File: src/rtl/imem_loader.sv
// Serial program loader: frames a byte stream into 16-bit instruction writes
// and holds the CPU in reset until the image checksum has been verified.
module imem_loader #(
  parameter int unsigned ADDR_W = 10,
  parameter logic [7:0]  HDR    = 8'hA5
) (
  input  logic              clk,
  input  logic              rst,
  input  logic [7:0]        byte_in,
  input  logic              byte_valid,
  output logic              byte_ready,
  input  logic              reload,
  output logic              imem_we,
  output logic [ADDR_W-1:0] imem_addr,
  output logic [15:0]       imem_wdata,
  output logic              cpu_rst,
  output logic              done,
  output logic              err
);

  typedef enum logic [2:0] {
    S_WAIT_HDR,
    S_CNT_HI,
    S_CNT_LO,
    S_DATA_HI,
    S_DATA_LO,
    S_CHK,
    S_RUN
  } state_e;

  localparam logic [16:0] MAX_WORDS = 17'(1) << ADDR_W;

  state_e              state_q, state_d;
  logic [ADDR_W-1:0]   addr_q, addr_d;
  logic [15:0]         remain_q, remain_d;
  logic [7:0]          xor_q, xor_d;
  logic [7:0]          hi_q, hi_d;
  logic [7:0]          cntHi_q, cntHi_d;
  logic                we_q, we_d;
  logic [ADDR_W-1:0]   waddr_q, waddr_d;
  logic [15:0]         wdata_q, wdata_d;
  logic                err_q, err_d;

  logic        accept;
  logic [15:0] nWords;
  logic        oversize;

  assign accept   = byte_valid & byte_ready;
  assign nWords   = {cntHi_q, byte_in};
  assign oversize = {1'b0, nWords} > MAX_WORDS;

  always_ff @(posedge clk or negedge rst) begin
    if (!rst) begin
      state_q  <= S_WAIT_HDR;
      addr_q   <= '0;
      remain_q <= '0;
      xor_q    <= '0;
      hi_q     <= '0;
      cntHi_q  <= '0;
      we_q     <= 1'b0;
      waddr_q  <= '0;
      wdata_q  <= '0;
      err_q    <= 1'b0;
    end else begin
      state_q  <= state_d;
      addr_q   <= addr_d;
      remain_q <= remain_d;
      xor_q    <= xor_d;
      hi_q     <= hi_d;
      cntHi_q  <= cntHi_d;
      we_q     <= we_d;
      waddr_q  <= waddr_d;
      wdata_q  <= wdata_d;
      err_q    <= err_d;
    end
  end

  // reload outranks any byte offered in the same cycle
  always_comb begin
    state_d = state_q;
    if (reload) begin
      state_d = S_WAIT_HDR;
    end else if (accept) begin
      case (state_q)
        S_WAIT_HDR: if (byte_in == HDR) state_d = S_CNT_HI;
        S_CNT_HI:   state_d = S_CNT_LO;
        S_CNT_LO: begin
          if (oversize)          state_d = S_WAIT_HDR;
          else if (nWords == '0) state_d = S_CHK;
          else                   state_d = S_DATA_HI;
        end
        S_DATA_HI:  state_d = S_DATA_LO;
        S_DATA_LO:  state_d = (remain_q == 16'd1) ? S_CHK : S_DATA_HI;
        S_CHK:      state_d = (byte_in == xor_q) ? S_RUN : S_WAIT_HDR;
        default:    state_d = state_q;
      endcase
    end
  end

  // The word counter counts down from N, so "reached N" is remain_q == 1 on the last lo byte
  always_comb begin
    addr_d   = addr_q;
    remain_d = remain_q;
    xor_d    = xor_q;
    hi_d     = hi_q;
    cntHi_d  = cntHi_q;
    we_d     = 1'b0;
    waddr_d  = waddr_q;
    wdata_d  = wdata_q;
    err_d    = err_q;
    if (reload) begin
      addr_d   = '0;
      remain_d = '0;
      xor_d    = '0;
    end else if (accept) begin
      case (state_q)
        S_WAIT_HDR: begin
          if (byte_in == HDR) begin
            err_d    = 1'b0;
            addr_d   = '0;
            remain_d = '0;
            xor_d    = '0;
          end
        end
        S_CNT_HI: cntHi_d = byte_in;
        S_CNT_LO: begin
          remain_d = nWords;
          if (oversize) err_d = 1'b1;
        end
        S_DATA_HI: begin
          hi_d  = byte_in;
          xor_d = xor_q ^ byte_in;
        end
        S_DATA_LO: begin
          we_d     = 1'b1;
          waddr_d  = addr_q;
          wdata_d  = {hi_q, byte_in};
          xor_d    = xor_q ^ byte_in;
          addr_d   = addr_q + 1'b1;
          remain_d = remain_q - 16'd1;
        end
        S_CHK: if (byte_in != xor_q) err_d = 1'b1;
        default: ;
      endcase
    end
  end

  always_comb begin
    byte_ready = (state_q != S_RUN);
    cpu_rst    = (state_q != S_RUN);
    done       = (state_q == S_RUN);
  end

  assign imem_we    = we_q;
  assign imem_addr  = waddr_q;
  assign imem_wdata = wdata_q;
  assign err        = err_q;

endmodule

File: config.mk
export PLATFORM = sky130hd
export DESIGN_NAME = imem_loader
export DESIGN_NICKNAME = d
export VERILOG_FILES = /design/src/rtl/imem_loader.sv
export SDC_FILE = /design/constraint.sdc
export NUM_CORES = 1
export LEC_CHECK = 0
export ABC_AREA = 1
export BUFFER_PORTS_ARGS = -buffer_cell sky130_fd_sc_hd__buf_2
export CORE_AREA = 4 4 127 129
export CTS_BUF_LIST = sky130_fd_sc_hd__clkbuf_8 sky130_fd_sc_hd__clkbuf_16
export CTS_CLUSTER_DIAMETER = 30
export DETAILED_ROUTE_END_ITERATION = 12
export DIE_AREA = 0 0 131 133
export PLACE_DENSITY_LB_ADDON = 0.12
export SETUP_SLACK_MARGIN = 0.1
export SYNTH_ARGS = -nofsm -noshare
export SYNTH_HDL_FRONTEND = slang
export SYNTH_SLANG_ARGS = --single-unit
File: constraint.sdc
create_clock -name clk -period 1.7 [get_ports clk]
set_clock_uncertainty 0.2 [all_clocks]
set_input_delay 0.085 -clock clk [delete_from_list [all_inputs] [get_ports clk]]
set_output_delay 0.085 -clock clk [all_outputs]
set_load 0.005 [all_outputs]
# --- Word-level counts from Yosys, hierarchy flattened ---
# Cells that the tools add are included.
totals:
  wordCells: 75
  in_bits: 12
  register_bits: 81
  out_inout_bits: 31
classes:
  n_eq_ne: 15
  n_mux: 27
  n_reduce_logical: 17
  bitwise_logic: 3
  addsub: 2
  order_cmp: 1
op_table:
  columns: ["operator", "count"]
  rows:
  - ["2-to-1 mux 16 bit", 3]
  - ["case mux 16 bit (3 select lines)", 1]
  - ["2-to-1 mux 10 bit", 3]
  - ["2-to-1 mux 8 bit", 3]
  - ["2-to-1 mux 3 bit", 7]
  - ["AND reduction 3 bit", 7]
  - ["case mux 10 bit (2 select lines)", 1]
  - ["case mux 3 bit (6 select lines)", 1]
  - ["equality test 16 x 1 -> 1 bit (second input constant)", 1]
  - ["greater-than comparator 16 x 11 -> 1 bit (second input constant)", 1]
  - ["zero test 16 bit", 1]
  - ["case mux 8 bit (2 select lines)", 1]
  - ["subtractor 16 x 1 -> 16 bit (second input constant)", 1]
  - ["adder 10 x 1 -> 10 bit (second input constant)", 1]
  - ["equality test 3 bit (second input constant)", 3]
  - ["nonzero test 3 bit", 3]
  - ["equality test 8 bit", 1]
  - ["equality test 8 bit (second input constant)", 1]
  - ["!= test 8 bit", 1]
  - ["XOR 8 bit", 1]
  - ["nonzero test 7 bit", 1]
  - ["equality test 3 x 2 -> 1 bit (second input constant)", 2]
  - ["2-to-1 mux 1 bit", 6]
  - ["!= test 2 bit (second input constant)", 3]
  - ["10 further kinds", 11]

# --- Logic depth before layout (Yosys ltp) ---
# Gate-level depths: netlist (run 1).
logic_depth:
  ltp_word: 6
  depth_mapped: 12

# --- Worst setup path before layout (run 1) ---
# OpenSTA, ideal clock, no wires.
synth_timing:
  path_type: "register to register"
  start: "reg state_q[2]"
  end: "reg waddr_q[2] (netlist: imem_addr[2])"
  slack_ps: -51
  n_path_buf: 2
  arrival_time_ps: 1433
  stages_incl_launch_ff: 13
  synth_period_minus_slack_ps: 1751
  cell_sequence: "dfrtp_1 -> buf_6 -> nand2_2 -> inv_2 -> nand2_2 -> nand2_4 -> nor2_4 -> inv_2 -> nor2_8 -> inv_6 -> buf_4 -> nand2_1 -> o21ai_2"
synth_via:
  elab_chain_cells: 3
  word_cells_on_any_way: 4
  cone_classes: "eq/ne: 2; bitwise: 1; reduce/logical: 1"
synth_lines:
  columns: ["element", "line_no", "text"]
  rows:
  - ["start, declared", "33", "state_e state_q, state_d;"]
  - ["start signal, assigned", "65", "state_q <= state_d;"]
  - ["!= test 3 bit", "149", "byte_ready = (state_q != S_RUN);"]
  - ["named net byte_ready", "11", "output logic byte_ready,"]
  - ["AND 1 bit", "48", "assign accept = byte_valid & byte_ready;"]
  - ["AND reduction 3 bit (no source line)", null, null]
  - ["end signal, assigned", "72", "waddr_q <= waddr_d;"]
  - ["end, declared", "40", "logic [ADDR_W-1:0] waddr_q, waddr_d;"]
# The timed path passes the listed nets, and every way through them passes these cells.
# A chain may end at the register's enable or synchronous reset.

# --- Worst setup path after layout (run 1) ---
layout_timing:
  start: "reg state_q[2]"
  end: "reg cntHi_q[4]"
layout_via:
  elab_chain_cells: 3
  word_cells_on_any_way: 4
  cone_classes: "eq/ne: 2; bitwise: 1; reduce/logical: 1"
layout_lines:
  columns: ["element", "line_no", "text"]
  rows:
  - ["!= test 3 bit", "149", null]
  - ["AND 1 bit", "48", null]
  - ["AND reduction 3 bit (no source line) (*)", null, null]
  - ["end signal, assigned", "70", "cntHi_q <= cntHi_d;"]
  - ["end, declared", "38", "logic [7:0] cntHi_q, cntHi_d;"]
# Every way passes the cells marked *; elsewhere a longest branch is shown, timed or not.

==> impl_metrics.py, run 1 <==
metrics = {
    "clocking": {
        "cts_root_buffer": "clkbuf_16",
        "numCtsBuffers": 9,
        "clock-sinks": 81,
        "htree_levels": 3,
        "cts_tree": "done",
        "worstSkewPairLatency_ns": 0.34,
        "path_clk_slew_ns": 0.07,
        "clock_path_buffers": 2,
    },
    "route": {
        "via_count": 4317,
        "antenna_left": 0,
        "totalWireLength_mm": 13.5,
        "drc": 0,
        "drt_pass1_iterations": 5,
        "drtIter0Drc": 313,
        "viasPerCell": 4.70,
        "wl_per_cell_um": 14.7,
    },
    "setup_path": {
        "reg2reg_depth": 10,
        "slowest_stage": "dfrtp_2",
        "startpoint_type": "register",
        "critical_path.max_stage_delay_ns": 0.46,
        "cp-end-kind": "register",
        "worstPathCellList": "nand2_4 > inv_4 > nand2_4 > nand2_4 > nor2_4 > buf_4 > nand2_1 > buf_12 > nand2_1 > o21ai_0",
        "cp_num_buf_inv": 3,
        "reg2reg_to": "cntHi_q[4]",
        "rrSetupSlack_ns": -0.01,
        "critical-path-top-delay-family": "simple AND/OR/NAND/NOR gates",
        "critPathMaxFanout": 16,
        "cp.arrival_ns": 1.71,
        "cp.required_ns": 1.70,
        "critical_path_class": "reg -> reg",
        "cp_common_cell": "nand2_4",
        "r2r-start": "state_q[2]",
    },
    "global_routing": {
        "grt_usage_pct": 16.0,
        "grt_pass1_vias": 4372,
        "grt_max_degree": 33,
        "antenna_found_initial": 0,
        "grt_pass1_wl_mm": 22.1,
        "grt_overflow": 0,
    },
    "timing": {
        "hold_viol": 0,
        "final.setup.worst_slack_ns": -0.0122,
        "worst_pin_slew_ns": 0.361,
        "max_freq_mhz": 584,
        "finalSetupViolations": 23,
        "fin_crit_ns": 1.71,
        "finalCritPeriodShare_pct": 101,
        "rsz0062_at_grt": "true",
        "report.final.slew_viol_count": 0,
        "slew_headroom_pct": 75.9,
    },
    "die": {
        "rows": 45,
        "coreArea_sq_mm": 0.0150,
        "die_w_um": 131,
        "ios": 43,
        "die_area_sq_mm": 0.0174,
        "start_util_pct": 29.5,
        "die_h_um": 133,
    },
    "place": {
        "io_buffers": 42,
        "postPlaceCellArea_sq_mm": 0.00532,
        "gp_congestion": 0.869,
        "dpl_worst_slack_ns": -0.109,
        "dp_hpwl_mm": 9.31,
    },
    "logic_synthesis": {
        "synth.avg_cell_area_sq_um": 7.32,
        "ys_seq_elements": 81,
        "syn_nets": 621,
        "synth_seq_area_share_pct": 45.7,
        "ys_warn_count": 0,
        "synth_flop_cell": "dfrtp_1",
        "yosysUniqueCellTypes": 34,
        "postSynthCellCount": 606,
        "synth_edf_count": 0,
        "synthArstFlopShare_pct": 100,
        "synth_area_sq_mm": 0.00444,
    },
    "status": {
        "status": "finished with violations",
        "violations": "negative setup slack",
    },
    "power_and_ir_drop": {
        "leakage_nw": 3.16,
        "p_per_area_mw_per_mm2": 722,
        "max-vdd-ir-drop_mv": 0.487,
    },
    "layout": {
        "final_common_cell": "nand2_1",
        "syn2layout_area_growth_pct": 39.8,
        "utilization_pct": 41.3,
        "final_cell_mix": "209 x nand2_1, 77 x dfrtp_1, 53 x nor2_1, 53 x buf_4",
        "final_area_sq_mm": 0.00620,
        "fin_nets": 740,
        "drive_gt1_share_pct": 30.4,
        "diodes": 0,
    },
    "run": {
        "maxCapViolations": 0,
    },
    "min_path": {
        "min_path_type": "in -> async",
    },
}
stage by stage:
stage,hold slack (ns),power [W],instances,TNS [ns]
after global routing,0.0282,0.00463,918,-5.01
final,0.000346,0.00448,918,-0.0997
after global placement,-0.172,0.00221,880,-1.70
after floorplan,-0.411,0.00206,606,-0.149
after CTS,0.00431,0.00452,915,0
after detailed placement,-0.179,0.00221,880,-2.55
cells by family after synthesis:
| family | Yosys count | synth area share [%] |
|---|---|---|
| buffers and inverters | 69 | 7.22 |
| DFF | 81 | 45.7 |
| and+or+nand+nor | 365 | 34.3 |
| AOI/OAI and AO/OA | 82 | 10.8 |
| xor gates and xnor gates | 6 | 1.18 |
| adders and majority gates | 3 | 0.846 |
report_power, final:
| group | switching (W) | total [W] | leakage [nW] | internal, W |
|---|---|---|---|---|
| sequential | 0.00000613 | 0.00194 | 1.12 | 0.00193 |
| combinational | 0.000182 | 0.000285 | 1.86 | 0.000103 |
| clock | 0.000828 | 0.00225 | 0.172 | 0.00143 |
flip-flops by register name, indices dropped and copies added (netlist names), 3 cells and up:
name,count
imem_addr,10
hi_q,8
xor_q,8
addr_q,10
cntHi_q,8
remain_q,16
state_q,3
imem_wdata,16
synthesized netlist by cell type, drive strengths merged, types with 3 or more instances:
master    n  area share [%]
dfrtp    81              46
inv      51             4.4
o22ai     5            0.71
ha        3            0.85
o21ai    62             8.3
nor2     63             6.0
xor2      5            0.99
nand2   242              21
nor3      6            0.68
nand3    46             5.4
nand4     5            0.71
a21oi    14             1.7
buf      16             2.6
routing by layer:
layer	GRT usage, %	up-vias	share of wire (%)	wire length, um
met5	0	-	0	0
met4	5.49	0	1.7	235
met3	2.14	19	3.7	503
met2	25.3	95	47	6300
met1	22.3	2029	48	6490
li1	-	2174	-	-
worst max-delay path by stage:
stage	startpoint	endpoint	cells after the start
final	state_q[2]	cntHi_q[4]	10
after global routing	state_q[2]	cntHi_q[7]	10
after detailed placement	state_q[2]	state_q[2]	9
after floorplan	state_q[2]	imem_wdata[7]	12
after global placement	state_q[2]	remain_q[12]	8
after CTS	state_q[2]	imem_wdata[13]	11
cell type report:
cell class	instances	area (sq um)
Inverter	52	218
Clock buffer	9	225
Timing Repair inverter	2	31.3
Tap cell	188	235
Sequential cell	81	2030
Timing Repair Buffer	122	990
Multi-Input combinational cell	457	2360
Clock inverter	7	111
Fill cell	1531	8830
what timing repair did:
action                                  4_1_cts  5_1_grt
hold buffers                                  8        0
buffers inserted                              6        4
resized for setup                            70       35
pin swaps                                    27       12
cloned                                        5        0
endpoints found under the setup margin       80       82
endpoints found under the hold margin        95        0
(Power assumes the default switching activity.)
==> inputs of run 2 (changes only) <==
SKIP_CTS_REPAIR_TIMING = 1   (was not set)
==> run 2 against run 1 <==
- the flow finishes with violations (negative hold slack, negative setup slack)
- maximum frequency shrank 2.6%
- first-iteration DRC count down 8.3%
- critical endpoint is now imem_wdata[10]
- setup slack got worse by 0.046 ns
- register-to-register slack got worse by 0.05 ns
==> impl_metrics.py, run 2 (synthesized netlist as in run 1, its figures left out) <==
metrics = {
    "setup_path": {
        "startpoint_type": "register",
        "cp.arrival_ns": 1.83,
        "cp_common_cell": "nand2_4",
        "slowest_stage": "dfrtp_2",
        "critical_path_class": "reg -> reg",
        "cp.required_ns": 1.77,
        "critPathMaxFanout": 4,
        "critical-path-top-delay-family": "buffers and inverters",
        "worstPathCellList": "inv_2 > buf_6 > nand2_4 > nand2_4 > nor2_4 > inv_4 > nor2_8 > buf_12 > clkbuf_16 > nand2_2 > nand2_1",
        "cp_num_buf_inv": 5,
        "critical_path.max_stage_delay_ns": 0.42,
        "cp-end-kind": "register",
    },
    "power_and_ir_drop": {
        "pwr-share-comb_pct": 6.4,
        "max-vdd-ir-drop_mv": 0.495,
        "finalPower_w": 0.00448,
        "p_per_area_mw_per_mm2": 716,
        "power.switching_w": 0.00102,
        "internal_power_w": 0.00346,
        "p_clk_share_pct": 50.3,
        "switching_share_pct": 22.7,
        "p_seq_share_pct": 43.3,
        "leakage_nw": 3.17,
    },
    "layout": {
        "syn2layout_area_growth_pct": 40.9,
        "fillerInstances": 1520,
        "final_common_cell": "nand2_1",
        "drive_gt1_share_pct": 31.0,
        "diodes": 0,
        "utilization_pct": 41.6,
        "final_cell_mix": "203 x nand2_1, 77 x dfrtp_1, 51 x nor2_1, 51 x buf_4, 45 x inv_1",
        "fin_nets": 743,
        "final_area_sq_mm": 0.00625,
    },
    "global_routing": {
        "grt_max_degree": 45,
        "antenna_found_initial": 0,
        "use_met1_pct": 21.0,
        "grt_usage_pct": 14.9,
        "use_met2_pct": 23.3,
        "grtUsageMet3_pct": 2.14,
        "grt_pass1_vias": 4174,
        "top_usage_layer": "met2",
        "grt_overflow": 0,
        "grt_pass1_wl_mm": 20.7,
    },
    "die": {
        "ios": 43,
        "die_h_um": 133,
        "coreArea_sq_mm": 0.0150,
        "rows": 45,
        "die_w_um": 131,
        "die_area_sq_mm": 0.0174,
        "start_util_pct": 29.5,
    },
    "timing": {
        "finalSetupViolations": 46,
        "final.setup.worst_slack_ns": -0.0587,
        "rsz0062_at_grt": "true",
        "report.final.slew_viol_count": 0,
        "slew_headroom_pct": 74.4,
        "hold_viol": 11,
        "fin_crit_ns": 1.76,
        "worst_pin_slew_ns": 0.383,
        "hold_ws_ns": -0.0479,
        "finalCritPeriodShare_pct": 103,
        "max_freq_mhz": 569,
    },
    "clocking": {
        "cts_tree": "done",
        "numCtsBuffers": 9,
        "clock-sinks": 81,
        "cts_root_buffer": "clkbuf_16",
        "worstSkewPairLatency_ns": 0.34,
        "clock_path_buffers": 2,
        "htree_levels": 3,
        "path_clk_slew_ns": 0.07,
    },
    "place": {
        "dp_hpwl_mm": 9.31,
        "gp_congestion": 0.869,
        "dpl_worst_slack_ns": -0.109,
        "io_buffers": 42,
        "postPlaceCellArea_sq_mm": 0.00532,
    },
    "route": {
        "antenna_left": 0,
        "wl_per_cell_um": 14.9,
        "drtIter0Drc": 287,
        "viasPerCell": 4.73,
        "drc": 0,
        "drt_pass1_iterations": 5,
        "via_count": 4353,
        "totalWireLength_mm": 13.7,
    },
    "status": {
        "violations": "negative hold slack, negative setup slack",
        "status": "finished with violations",
    },
    "min_path": {
        "min_path_type": "in -> reg",
    },
    "run": {
        "maxCapViolations": 0,
    },
}
run 2: cell count changes in the layout (fill, tap and decap cells not counted), sizes merged:
| cell | change |
|---|---|
| buf | -3 |
| clkbuf | +5 |
| clkinv | +1 |
| clkinvlp | +1 |
| inv | -1 |
run 2: layout make-up:
cell class                      instances  area [sq um]  share of cell area (%)
Multi-Input combinational cell        457          2340                    37.4
Sequential cell                        81          2030                    32.5
Clock inverter                          7           111                    1.78
Clock buffer                            9           225                    3.60
Timing Repair Buffer                  124          1060                    16.9
Inverter                               52           214                    3.42
Timing Repair inverter                  3          36.3                   0.580
Tap cell                              188           235                    3.76
run 2: path summary, 6_finish.rpt:
check	start	endpoint	slack, ns	cells past startpoint
hold / removal	byte_in[5]	remain_q[5]	-0.05	5
hold reg to reg	imem_wdata[13]	imem_wdata[13]	0.26	2
setup reg to reg	state_q[0]	imem_wdata[10]	-0.06	11
min in group asynchronous	rst	addr_q[9]	0	2
max in group asynchronous	rst	remain_q[2]	0.79	3
setup / recovery	state_q[0]	imem_wdata[10]	-0.06	11
run 2: tightest hold or removal path, delay by kind of cell:
family        cells  cell delay (ns)
buf+inv           1             0.13
simple gates      4             0.23
run 2: routing by layer:
metal,wire [um],vias to the layer above
met5,0,-
met4,316,0
met3,548,26
met2,6250,114
met1,6580,2036
li1,-,2177
run 2: per-stage QoR:
| stage | instances | setup TNS (ns) |
|---|---|---|
| floorplan | 606 | -0.149 |
| global placement | 880 | -1.70 |
| detailed placement | 880 | -2.55 |
| CTS | 896 | -3.73 |
| global route | 921 | -5.98 |
| finish | 921 | -1.01 |
run 2: power by group through the flow:
stage | clock, W | combinational (W) | sequential (W)
6_report | 0.00225 | 0.000285 | 0.00194
5_1_grt | 0.00238 | 0.000313 | 0.00194
4_1_cts | 0.00230 | 0.000230 | 0.00194
3_5_place_dp | 0 | 0.000230 | 0.00198
3_3_place_gp | 0 | 0.000229 | 0.00198
2_1_floorplan | 0 | 0.0000881 | 0.00197
